$ cat config.mk
export PLATFORM = sky130hd
export DESIGN_NAME = accum_ctrl_flat
export DESIGN_NICKNAME = d
export VERILOG_FILES = /design/src/rtl/accum_ctrl_if.sv /design/src/rtl/accum_ctrl.sv /design/src/flat_wrapper.sv
export SDC_FILE = /design/constraint.sdc
export NUM_CORES = 1
export LEC_CHECK = 0
export ABC_AREA = 1
export CAP_MARGIN = 20
export CORE_MARGIN = 2
export CORE_UTILIZATION = 40
export DETAILED_ROUTE_END_ITERATION = 6
export PLACE_DENSITY = 0.73
export SLEW_MARGIN = 20
export SYNTH_ARGS = -nofsm -noshare
export SYNTH_HDL_FRONTEND = slang
export SYNTH_SLANG_ARGS = --single-unit
$ cat constraint.sdc
create_clock -name clk -period 5.7 [get_ports clk]
set_clock_uncertainty 0.2 [all_clocks]
set_input_delay 0.57 -clock clk [delete_from_list [all_inputs] [get_ports clk]]
set_output_delay 0.57 -clock clk [all_outputs]
set_load 0.005 [all_outputs]
$ cat src/rtl/accum_ctrl_if.sv
// Tile-command, partial-sum, accumulator-drive and drain signals of the accumulator sequencer.
// Handshakes: a transfer happens on a clock edge where valid & ready are both 1; valid holds its payload until taken.
interface accum_ctrl_if #(
   parameter int PASS_W = 8
);
   logic              cmd_valid;
   logic              cmd_ready;
   logic [PASS_W-1:0] cmd_k_passes;
   logic              psum_valid;
   logic              psum_ready;
   logic              acc_enable;
   logic              acc_mode;
   logic              acc_buf_sel;
   logic              drain_valid;
   logic              drain_buf;
   logic              drain_ready;

   modport master (
      output cmd_valid, cmd_k_passes, psum_valid, drain_ready,
      input  cmd_ready, psum_ready, acc_enable, acc_mode, acc_buf_sel,
             drain_valid, drain_buf
   );

   modport slave (
      input  cmd_valid, cmd_k_passes, psum_valid, drain_ready,
      output cmd_ready, psum_ready, acc_enable, acc_mode, acc_buf_sel,
             drain_valid, drain_buf
   );
endinterface

$ cat src/rtl/accum_ctrl.sv
// Sequencer for the double-buffered accumulator: accepts tile commands, drives the
// accumulator per partial-sum beat, ping-pongs buffers and holds the producer until a buffer drains.
module accum_ctrl #(
   parameter int PASS_W = 8,
   parameter int CNT_W  = 16
) (
   input  logic             clk,
   input  logic             reset,
   accum_ctrl_if.slave      bus,
   output logic             busy,
   output logic [CNT_W-1:0] tile_count,
   output logic [1:0]       state_dbg
);

   typedef enum logic [1:0] {
      IDLE     = 2'd0,
      WAIT_BUF = 2'd1,
      ACCUM    = 2'd2
   } state_t;

   state_t            state_q;
   state_t            state_d;
   logic              cur_buf_q;
   logic              oldest_q;
   logic [1:0]        buf_full_q;
   logic [1:0]        buf_full_d;
   logic [PASS_W-1:0] passes_q;
   logic [PASS_W-1:0] pass_cnt_q;
   logic [CNT_W-1:0]  tile_cnt_q;

   logic cmd_take;
   logic accept;
   logic last_beat;
   logic drain_take;

   // Every output is forced low while reset is held, before the registers have cleared.
   assign bus.cmd_ready   = !reset && (state_q == IDLE);
   assign bus.psum_ready  = !reset && (state_q == ACCUM);
   assign bus.acc_enable  = accept;
   assign bus.acc_mode    = accept && (pass_cnt_q != '0);
   assign bus.acc_buf_sel = accept && cur_buf_q;
   assign bus.drain_valid = !reset && (|buf_full_q);
   assign bus.drain_buf   = !reset && oldest_q;
   assign busy            = !reset && ((state_q != IDLE) || (|buf_full_q));
   assign tile_count      = reset ? '0 : tile_cnt_q;
   assign state_dbg       = reset ? 2'b00 : state_q;

   assign drain_take = bus.drain_valid && bus.drain_ready;

   always_comb begin
      state_d   = state_q;
      cmd_take  = 1'b0;
      accept    = 1'b0;
      last_beat = 1'b0;
      unique case (state_q)
         IDLE: begin
            if (bus.cmd_ready && bus.cmd_valid) begin
               cmd_take = 1'b1;
               state_d  = buf_full_q[cur_buf_q] ? WAIT_BUF : ACCUM;
            end
         end
         WAIT_BUF: begin
            // A drain landing this cycle is seen next cycle: one-cycle release latency.
            if (!buf_full_q[cur_buf_q]) state_d = ACCUM;
         end
         ACCUM: begin
            accept    = bus.psum_ready && bus.psum_valid;
            last_beat = accept && (pass_cnt_q == passes_q - PASS_W'(1));
            if (last_beat) state_d = IDLE;
         end
         default: state_d = IDLE;
      endcase
   end

   // Fill and drain can coincide only on different buffers, so both masks apply.
   always_comb begin
      buf_full_d = buf_full_q;
      if (drain_take) buf_full_d[oldest_q] = 1'b0;
      if (last_beat)  buf_full_d[cur_buf_q] = 1'b1;
   end

   always_ff @(posedge clk) begin
      if (reset) begin
         state_q    <= IDLE;
         cur_buf_q  <= 1'b0;
         oldest_q   <= 1'b0;
         buf_full_q <= 2'b00;
         passes_q   <= '0;
         pass_cnt_q <= '0;
         tile_cnt_q <= '0;
      end else begin
         state_q    <= state_d;
         buf_full_q <= buf_full_d;
         if (cmd_take) begin
            passes_q   <= (bus.cmd_k_passes == '0) ? PASS_W'(1) : bus.cmd_k_passes;
            pass_cnt_q <= '0;
         end else if (accept) begin
            pass_cnt_q <= pass_cnt_q + PASS_W'(1);
         end
         if (last_beat) begin
            cur_buf_q  <= ~cur_buf_q;
            tile_cnt_q <= tile_cnt_q + CNT_W'(1);
         end
         if (drain_take) oldest_q <= ~oldest_q;
      end
   end

endmodule

$ cat src/flat_wrapper.sv
// flat-port wrapper written by rule: the top's interface ports become plain ports
module accum_ctrl_flat 
#(
   parameter int PASS_W = 8,
   parameter int CNT_W  = 16
)
  (clk, reset, busy, tile_count, state_dbg, bus_cmd_valid, bus_cmd_k_passes, bus_psum_valid, bus_drain_ready, bus_cmd_ready, bus_psum_ready, bus_acc_enable, bus_acc_mode, bus_acc_buf_sel, bus_drain_valid, bus_drain_buf);
  accum_ctrl_if #(.PASS_W(PASS_W)) bus_i ();
  input  logic clk;
  input  logic reset;
  output logic busy;
  output logic [CNT_W-1:0] tile_count;
  output logic [1:0] state_dbg;
  input wire logic [$bits(bus_i.cmd_valid)-1:0] bus_cmd_valid;
  input wire logic [$bits(bus_i.cmd_k_passes)-1:0] bus_cmd_k_passes;
  input wire logic [$bits(bus_i.psum_valid)-1:0] bus_psum_valid;
  input wire logic [$bits(bus_i.drain_ready)-1:0] bus_drain_ready;
  output wire logic [$bits(bus_i.cmd_ready)-1:0] bus_cmd_ready;
  output wire logic [$bits(bus_i.psum_ready)-1:0] bus_psum_ready;
  output wire logic [$bits(bus_i.acc_enable)-1:0] bus_acc_enable;
  output wire logic [$bits(bus_i.acc_mode)-1:0] bus_acc_mode;
  output wire logic [$bits(bus_i.acc_buf_sel)-1:0] bus_acc_buf_sel;
  output wire logic [$bits(bus_i.drain_valid)-1:0] bus_drain_valid;
  output wire logic [$bits(bus_i.drain_buf)-1:0] bus_drain_buf;
  assign bus_i.cmd_valid = bus_cmd_valid;
  assign bus_i.cmd_k_passes = bus_cmd_k_passes;
  assign bus_i.psum_valid = bus_psum_valid;
  assign bus_i.drain_ready = bus_drain_ready;
  assign bus_cmd_ready = bus_i.cmd_ready;
  assign bus_psum_ready = bus_i.psum_ready;
  assign bus_acc_enable = bus_i.acc_enable;
  assign bus_acc_mode = bus_i.acc_mode;
  assign bus_acc_buf_sel = bus_i.acc_buf_sel;
  assign bus_drain_valid = bus_i.drain_valid;
  assign bus_drain_buf = bus_i.drain_buf;
  accum_ctrl #(.PASS_W(PASS_W), .CNT_W(CNT_W)) u_core (.clk(clk), .reset(reset), .bus(bus_i), .busy(busy), .tile_count(tile_count), .state_dbg(state_dbg));
endmodule
==> flow_summary.json <==
{
  "arrival_ps": 2520,
  "cp_top_family": "buffers and inverters",
  "timing.max_cap.violations": 0,
  "ctsResizeCount": 0,
  "min_period_ps": 3290,
  "place_ws_ps": 2430,
  "slew_viol_final": 0,
  "antenna_found_initial": 0,
  "grt.overflow.total": 0,
  "syn_avg_cell_area_um2": 6.62,
  "fin_tns_setup_ps": 0,
  "p_int_w": 0.000401,
  "crit_path_max_fanout": 44,
  "synth_edf_count": 0,
  "yosys-top-cells-area": "dfxtp_1 (32%), nand2_1 (11%), nor2_1 (7.0%)",
  "route.detailed.drc": 0,
  "io_pins": 39,
  "vias": 2359,
  "post-cts-setup-buffer-count": 0,
  "endpoint_kind": "output pin",
  "pwr-share-seq_pct": 49.9,
  "hold_class": "register to register",
  "start_util_pct": 40.7,
  "cpMostUsedCell": "clkdlybuf4s50_1",
  "dieArea_um2": 6540,
  "worstMarginPinSlew_ps": 568,
  "cp.required_ps": 4930,
  "fin_ws_ps": 2410,
  "antenna_cells": 0,
  "chipHeight_um": 80.9,
  "worst_path_max_delay_cell": "clkdlybuf4s50_1",
  "clock_path_buffers": 2,
  "syn_inst": 357,
  "drive_above_1_share_pct": 7.38,
  "powerDensity_nw_per_um2": 193,
  "synth_area_leader_cell": "dfxtp_1",
  "cts_tree": "built",
  "viasPerCell": 5.04,
  "fin_nets": 409,
  "p_sw_share_pct": 27.2,
  "slew_headroom_pct": 62.0,
  "crit_buf_inv": 4,
  "status": "complete, no violations",
  "syn_to_final_growth_pct": 21.2,
  "drtIter0Drc": 139,
  "root_buffer": "clkbuf_8",
  "ys.flop_type": "dfxtp_1",
  "cellLeakagePower_nw": 1.05,
  "path_class": "input port to output pin",
  "hpwl_mm": 3.88,
  "syn_nets": 374,
  "core_area_um2": 5820,
  "p_clk_share_pct": 33.8,
  "grt_pass1_wl_mm": 9.51,
  "die-width_um": 80.9,
  "synth_area_um2": 2360,
  "grt_setup_unrepaired": "no",
  "synth_cell_types": 29,
  "cp_slowest_stage_delay_ps": 570,
  "io_buffer_count": 38,
  "hold_viol": 0,
  "path_cells": "clkdlybuf4s50_1 -> buf_4 -> nor3_4 -> nand2_4 -> inv_2 -> clkdlybuf4s50_1",
  "finalCritPeriodShare_pct": 57.8,
  "synth_top_area_share_pct": 32.2,
  "grt_use_total_pct": 18.1,
  "grt_pass1_vias": 2267,
  "first_pass_iters": 4,
  "share_comb_of_total_power_pct": 16.3,
  "fp-row-count": 28,
  "cts_made_buffers": 5,
  "clkLatencyLatePin_ps": 280,
  "ant_nets": 0,
  "wirelength_mm": 5.31,
  "ys_warn_count": 0,
  "p_switching_w": 0.000150,
  "grt_max_degree": 45,
  "vdd_ir_drop_max_mv": 0.105,
  "wire_per_inst_um": 11.3,
  "ys_seq_area_share_pct": 32.2,
  "cts_max_level": 2,
  "async_flop_share_pct": 0,
  "numClockSinks": 38,
  "setup_violations": 0,
  "power_w": 0.000552,
  "ys_ff_latch": 38,
  "max_freq_mhz": 304,
  "critPathLaunchType": "input port",
  "holdBufCountCts": 0,
  "globalplace.congestion": 0.928,
  "clk_pin_slew_ps": 70
}
[through the flow]
stage               hold slack, ps  util (%)  instance area [um2]  cells
global placement               269      47.7                 2770    460
finish                         281      49.3                 2870    468
global route                   310      49.3                 2870    468
CTS                            283      49.3                 2870    468
detailed placement             269      47.7                 2770    460
floorplan                      252         -                 2360    357
[flip-flops by register name, indices dropped and copies added (netlist names)]
signal,flops
u_core.buf_full_q,2
u_core.cur_buf_q,1
u_core.oldest_q,1
u_core.pass_cnt_q,8
u_core.passes_q,8
u_core.state_q,2
u_core.tile_cnt_q,16
[synthesized netlist by cell type, drive strengths merged (4+ instances only)]
master	n
o21ai	18
nor2	51
dfxtp	38
nor3	12
buf	6
clkbuf	5
a21oi	30
inv	49
nand3	26
xor2	14
ha	4
nand2	74
nand4	22
[path summary, 6_finish.rpt]
| kind | startpoint | endpoint | slack, ps | depth (start not counted) |
|---|---|---|---|---|
| max | reset | bus_acc_enable | 2410 | 6 |
| min | u_core.tile_cnt_q[14] | u_core.tile_cnt_q[14] | 280 | 2 |
| max reg2reg | u_core.passes_q[0] | u_core.tile_cnt_q[13] | 3300 | 12 |
| min reg2reg | u_core.tile_cnt_q[14] | u_core.tile_cnt_q[14] | 280 | 2 |
[power by group through the flow]
stage | clock network, W | registers (W) | logic, W
floorplan | 0 | 0.000280 | 0.0000670
global placement | 0 | 0.000281 | 0.0000870
detailed placement | 0 | 0.000281 | 0.0000892
CTS | 0.000193 | 0.000275 | 0.0000900
global route | 0.000204 | 0.000276 | 0.000103
finish | 0.000186 | 0.000275 | 0.0000899
[logic make-up (layout without fill, tap and decap cells)]
| group | Yosys count | in the layout | share of synthesized area (%) |
|---|---|---|---|
| AO/OA/AOI/OAI | 52 | 52 | 11.5 |
| AND/OR/NAND/NOR | 186 | 186 | 37.1 |
| XOR/XNOR | 17 | 17 | 6.30 |
| adder cells (fa/ha/maj) | 4 | 4 | 2.12 |
| flip-flops | 38 | 38 | 32.2 |
| buffers and inverters | 60 | 96 | 10.8 |
[worst reg2reg max path, delay by kind of cell (launching register included)]
kind | cells | cell delay, ps
compound gates | 1 | 70
fa+ha+maj | 1 | 270
buf+inv | 2 | 160
flops | 1 | 410
simple gates | 8 | 1180
[cell type report]
cell class | instances | area, um2
Sequential cell | 38 | 761
Fill cell | 615 | 2950
Timing Repair Buffer | 39 | 388
Inverter | 49 | 184
Tap cell | 75 | 93.8
Clock inverter | 1 | 5.00
Multi-Input combinational cell | 259 | 1350
Clock buffer | 7 | 86.3
[cell usage in the layout (no fill, tap or decap), drive strengths merged]
master | Yosys | final
nand2 | 74 | 74
nor2 | 51 | 51
inv | 49 | 49
clkdlybuf4s50 | 0 | 38
dfxtp | 38 | 38
a21oi | 30 | 30
nand3 | 26 | 26
nand4 | 22 | 22
o21ai | 18 | 18
xor2 | 14 | 14
nor3 | 12 | 12
clkbuf | 5 | 7
ha | 4 | 4
xnor2 | 3 | 3
a41oi | 2 | 2
nor4 | 1 | 1
o31ai | 1 | 1
a31oi | 1 | 1
clkinv | 0 | 1
buf | 6 | 1
[routing by layer]
layer  global-route usage [%]  vias to the layer above  part of all wire (%)
li1                         -                     1229                     -
met1                     22.5                     1048                    47
met2                     31.0                       75                    46
met3                     3.67                        7                   5.5
met4                     6.78                        0                   1.6
met5                        0                        -                     0
No activity file was read; power rests on OpenSTA's default activity.
